===== config.mk =====
export PLATFORM = sky130hd
export DESIGN_NAME = siso_shift_arbiter
export DESIGN_NICKNAME = d
export VERILOG_FILES = /design/src/rtl/siso_shift_arbiter.sv
export SDC_FILE = /design/constraint.sdc
export NUM_CORES = 1
export LEC_CHECK = 0
export BUFFER_PORTS_ARGS = -buffer_cell sky130_fd_sc_hd__buf_2
export CAP_MARGIN = 10
export CORE_MARGIN = 3
export CORE_UTILIZATION = 40
export CTS_CLUSTER_SIZE = 25
export DETAILED_ROUTE_END_ITERATION = 16
export PLACE_DENSITY = 0.73
export SLEW_MARGIN = 10
export SYNTH_ARGS = -nofsm -noshare
export SYNTH_HDL_FRONTEND = slang
export SYNTH_SLANG_ARGS = --single-unit

===== constraint.sdc =====
create_clock -name clk -period 1.6 [get_ports clk]
set_clock_uncertainty 0.15 [all_clocks]
set_input_delay 0.16 -clock clk [delete_from_list [all_inputs] [get_ports clk]]
set_output_delay 0.16 -clock clk [all_outputs]
set_load 0.005 [all_outputs]

===== src/rtl/siso_shift_arbiter.sv =====
// -----------------------------------------------------------------------------
// siso_shift_arbiter
//
// Purpose:
//   Two-requester round-robin arbiter that feeds a single serial shifter.
//   A granted requester's WIDTH-bit frame is loaded in parallel and then
//   streamed out MSB first, one bit per enabled cycle.
//
// Handshake (both requester ports):
//   valid<n> is raised by the requester and held, with data<n> stable, until
//   ready<n> is seen high in the same cycle. ready<n> is combinational and is
//   only ever high in IDLE, outside reset, for the single winning requester;
//   valid<n> && ready<n> at a rising edge is the transfer.
//
// Ports:
//   clk, reset            clock and synchronous active-high reset
//   valid0/data0/ready0   requester 0 frame handshake
//   valid1/data1/ready1   requester 1 frame handshake
//   shift_en              advance enable; low stalls the serial stream
//   data_out              serial bit, MSB first
//   out_valid             data_out carries a valid bit this cycle
//   grant_id              requester that owns the current/last frame
//   busy                  frame in progress; this is the FSM state (SHIFT=1)
//   frame_done            one-cycle pulse while the last bit is presented
// -----------------------------------------------------------------------------
module siso_shift_arbiter #(
  parameter int WIDTH = 8
) (
  input  logic             clk,
  input  logic             reset,
  input  logic             valid0,
  input  logic [WIDTH-1:0] data0,
  output logic             ready0,
  input  logic             valid1,
  input  logic [WIDTH-1:0] data1,
  output logic             ready1,
  input  logic             shift_en,
  output logic             data_out,
  output logic             out_valid,
  output logic             grant_id,
  output logic             busy,
  output logic             frame_done
);

  localparam int CW = $clog2(WIDTH);
  localparam logic [CW-1:0] LAST_BIT = CW'(WIDTH - 1);

  typedef enum logic {
    ST_IDLE  = 1'b0,
    ST_SHIFT = 1'b1
  } state_t;

  state_t           r_state;
  state_t           w_next_state;
  logic [WIDTH-1:0] r_shift_reg;
  logic [CW-1:0]    r_bit_cnt;
  logic             r_grant_id;
  logic             r_last_grant;

  logic w_ready0;
  logic w_ready1;
  logic w_load;
  logic w_sel;
  logic w_advance;
  logic w_data_out;
  logic w_out_valid;
  logic w_busy;
  logic w_frame_done;

  // Next-state and output decode. Every output is forced low while reset is
  // high so nothing leaks out before the registers are cleared.
  always_comb begin
    w_next_state = r_state;
    w_ready0     = 1'b0;
    w_ready1     = 1'b0;
    w_load       = 1'b0;
    w_sel        = 1'b0;
    w_advance    = 1'b0;
    w_data_out   = 1'b0;
    w_out_valid  = 1'b0;
    w_busy       = 1'b0;
    w_frame_done = 1'b0;

    if (!reset) begin
      case (r_state)
        ST_IDLE: begin
          // On a tie the requester that did not win last time is served.
          w_ready0 = valid0 & (~valid1 | r_last_grant);
          w_ready1 = valid1 & (~valid0 | ~r_last_grant);
          w_load   = w_ready0 | w_ready1;
          w_sel    = w_ready1;
          if (w_load) begin
            w_next_state = ST_SHIFT;
          end
        end
        ST_SHIFT: begin
          w_busy       = 1'b1;
          w_data_out   = r_shift_reg[WIDTH-1];
          w_out_valid  = shift_en;
          w_advance    = shift_en;
          w_frame_done = shift_en && (r_bit_cnt == LAST_BIT);
          // Returning to IDLE after the last bit guarantees at least one
          // idle cycle between frames; no acceptance in the done cycle.
          if (w_frame_done) begin
            w_next_state = ST_IDLE;
          end
        end
        default: begin
          w_next_state = ST_IDLE;
        end
      endcase
    end
  end

  always_ff @(posedge clk) begin
    if (reset) begin
      r_state      <= ST_IDLE;
      r_shift_reg  <= '0;
      r_bit_cnt    <= '0;
      r_grant_id   <= 1'b0;
      r_last_grant <= 1'b0;
    end else begin
      r_state <= w_next_state;
      if (w_load) begin
        r_shift_reg  <= w_sel ? data1 : data0;
        r_bit_cnt    <= '0;
        r_grant_id   <= w_sel;
        r_last_grant <= w_sel;
      end else if (w_advance) begin
        r_shift_reg <= {r_shift_reg[WIDTH-2:0], 1'b0};
        r_bit_cnt   <= r_bit_cnt + CW'(1);
      end
    end
  end

  assign ready0     = w_ready0;
  assign ready1     = w_ready1;
  assign data_out   = w_data_out;
  assign out_valid  = w_out_valid;
  assign busy       = w_busy;
  assign frame_done = w_frame_done;
  assign grant_id   = reset ? 1'b0 : r_grant_id;

endmodule

==> results.sh <==
export IMPL_finalCritPeriodShare=0.965
export IMPL_violations="negative hold slack"
export IMPL_die_area_mm2=0.00244
export IMPL_min_delay_start="data0[1]"
export IMPL_fin_util=0.620
export IMPL_firstDrtPassIters=4
export IMPL_fp_coreArea_mm2=0.00175
export IMPL_gp_congestion=0.813
export IMPL_place_ws_ns=0.127
export IMPL_vias_per_cell=5.23
export IMPL_drt_iter0_drc=33
export IMPL_dp_hpwl_mm=1.35
export IMPL_min_period_ns=1.54
export IMPL_wl_per_cell_um=13.2
export IMPL_rsz0062_at_grt="false"
export IMPL_regToRegEndpoint="r_shift_reg[0]"
export IMPL_arrival_ns=1.23
export IMPL_fin_nets=153
export IMPL_diodes=0
export IMPL_critPathSlowestCell="dfxtp_4"
export IMPL_cts_buffers_inserted=3
export IMPL_power_density_mw_per_mm2=666
export IMPL_cts_sinks=13
export IMPL_maxCapViolCount=0
export IMPL_use_met2=0.270
export IMPL_tns_ns=0
export IMPL_synth_seq_cells=13
export IMPL_reg2reg_setup_slack_ns=0.23
export IMPL_cts_tree="built"
export IMPL_hold_viol=1
export IMPL_grt_pass1_wl_mm=3.28
export IMPL_antenna_found_initial=0
export IMPL_clockBufferDepth=2
export IMPL_r2r_start="r_last_grant"
export IMPL_worst_pin_slew_ns=0.460
export IMPL_cp_cell_sequence="nor3b_4 > and2_1 > buf_2"
export IMPL_setup_viol=0
export IMPL_yosysUniqueCellTypes=32
export IMPL_layout_commonest_cell="buf_2"
export IMPL_ys_seq_area_frac=0.346
export IMPL_die_w_um=49.4
export IMPL_p_leak_nw=0.493
export IMPL_dr_total_vias=805
export IMPL_cp_startpoint="r_state"
export IMPL_synth_cells=87
export IMPL_largest_register_ffs=8
export IMPL_pwr_share_seq=0.498
export IMPL_crit_type="register to output port"
export IMPL_cts_root_buf="clkbuf_4"
export IMPL_cp_max_fo=10
export IMPL_slew_headroom=0.692
export IMPL_grt_max_degree=14
export IMPL_cp_slowest_stage_delay_ns=0.39
export IMPL_drv_slew=0
export IMPL_max_freq_mhz=648
export IMPL_final_antenna_net_count=0
export IMPL_clkPwrFrac=0.273
export IMPL_p_sw_frac=0.265
export IMPL_die_y_um=49.4
export IMPL_area_growth_pct=43.7
export IMPL_fin_hold_ws_ns=-0.00378
export IMPL_rr_worst_depth=4
export IMPL_hold_path_endpoint="r_shift_reg[1]"
export IMPL_p_switching_uw=191
export IMPL_layout_common_cells="buf_2, nand3_1, dfxtp_1"
export IMPL_drive_above_1_share=0.364
export IMPL_synthesis_area_um2=753
export IMPL_syn_num_nets=110
export IMPL_met1_usage=0.220
export IMPL_grt_pass1_vias=743
export IMPL_outcome="finished with violations"
export IMPL_fin_ws_ns=0.0563
export IMPL_drc=0
export IMPL_synth_avg_cell_area_um2=8.66
export IMPL_cts_htree_levels=1
export IMPL_yosys_warnings=0
export IMPL_wirelength_mm=2.03
export IMPL_grt_overflow_total=0
export IMPL_pwr_share_comb=0.229
export IMPL_io_pins=28
export IMPL_internal_power_uw=530
export IMPL_hold_path_class="primary input to register"
export IMPL_hold_depth=3
export IMPL_cp_end_kind="output port"
export IMPL_cp_start_kind="register"
export IMPL_busiest_layer="met2"
export IMPL_path_clk_slew_ns=0.08
export IMPL_start_util=0.432
export IMPL_io_buffer_count=27
export IMPL_ir_drop_mv=0.552
export IMPL_grtUsageMet3=0.0642
export IMPL_rows=15
export IMPL_worstPathRequired_ns=1.29
export IMPL_clock_latency_ns=0.27
export IMPL_track_usage=0.175
## worst max-delay path: cells and delay by family (launching register included)
kind | cells | cell delay [ns]
AND/OR/NAND/NOR | 2 | 0.45
flip-flops | 1 | 0.39
buffers and inverters | 1 | 0.11
## kinds of logic (layout without fill, tap and decap cells)
group                    Yosys count  after routing  share of synthesized area
AO/OA/AOI/OAI                     21             21                      0.216
XOR/XNOR                           1              1                     0.0116
adder cells (fa/ha/maj)            2              2                     0.0332
buffers and inverters              8             50                     0.0548
flip-flops                        13             13                      0.346
multiplexers                       2              2                     0.0266
AND/OR/NAND/NOR                   40             40                      0.312
## through the flow
step           cell area (um^2)  cells  total power, mW  hold slack [ns]
2_1_floorplan               753     87            0.446            0.154
3_3_place_gp                908    136            0.496            0.255
3_5_place_dp                908    136            0.499            0.260
4_1_cts                    1030    149            0.714          0.00272
5_1_grt                    1080    154            0.765          0.00322
6_report                   1080    154            0.721         -0.00378
## power groups by stage
stage | clock network [mW] | logic (mW) | registers (mW)
4_1_cts | 0.204 | 0.152 | 0.358
5_1_grt | 0.223 | 0.181 | 0.361
3_5_place_dp | 0 | 0.134 | 0.365
3_3_place_gp | 0 | 0.131 | 0.365
6_report | 0.197 | 0.165 | 0.359
2_1_floorplan | 0 | 0.0856 | 0.360
## what timing repair did
item	CTS	global route
endpoints found under the hold margin	7	1
setup endpoints to repair	4	3
resized for setup	3	4
pin swaps	0	2
buffers inserted	0	4
hold buffers	9	1
## layer usage
metal,part of all wire,vias up,routed length [um]
met5,0,-,0
met4,0.013,0,27
met3,0.085,4,173
met2,0.48,32,985
met1,0.42,368,847
li1,-,401,-
## how the worst max path moves through the flow
stage                   endpoint  slack, ns  cells past startpoint
floorplan           r_bit_cnt[1]       0.29                      5
global placement      frame_done       0.18                      3
detailed placement    frame_done       0.13                      3
CTS                       ready0      0.009                      3
global route              ready0      0.006                      3
finish                    ready0       0.06                      3
## final cells by class
cell class | count | area [um^2]
Tap cell | 25 | 31.3
Timing Repair Buffer | 44 | 288
Sequential cell | 13 | 265
Multi-Input combinational cell | 66 | 464
Clock buffer | 4 | 26.3
Fill cell | 165 | 663
Inverter | 2 | 7.51
## Yosys cell counts
master	n	area, um^2
nand3_1	14	70.1
dfxtp_1	13	260
nor2b_1	10	62.6
o21ai_0	7	35.0
a32oi_1	6	52.6
nor2_1	4	15.0
and2_1	3	18.8
buf_2	2	10.0
buf_4	2	15.0
ha_1	2	25.0
inv_1	2	7.51
mux2i_1	2	20.0
a211oi_1	1	7.51
a211oi_4	1	20.0
a21boi_2	1	11.3
a21o_1	1	7.51
a21oi_1	1	5.00
and2_2	1	7.51
and3_1	1	6.26
and3b_1	1	8.76
clkbuf_1	1	3.75
clkbuf_2	1	5.00
nand2_1	1	3.75
nand2b_1	1	6.26
nand4_1	1	6.26
nor3_2	1	10.0
nor3b_2	1	12.5
o211ai_1	1	7.51
o22ai_1	1	6.26
o311a_1	1	10.0
or2b_1	1	7.51
xnor2_1	1	8.76
Power figures use the tool's default switching activity.
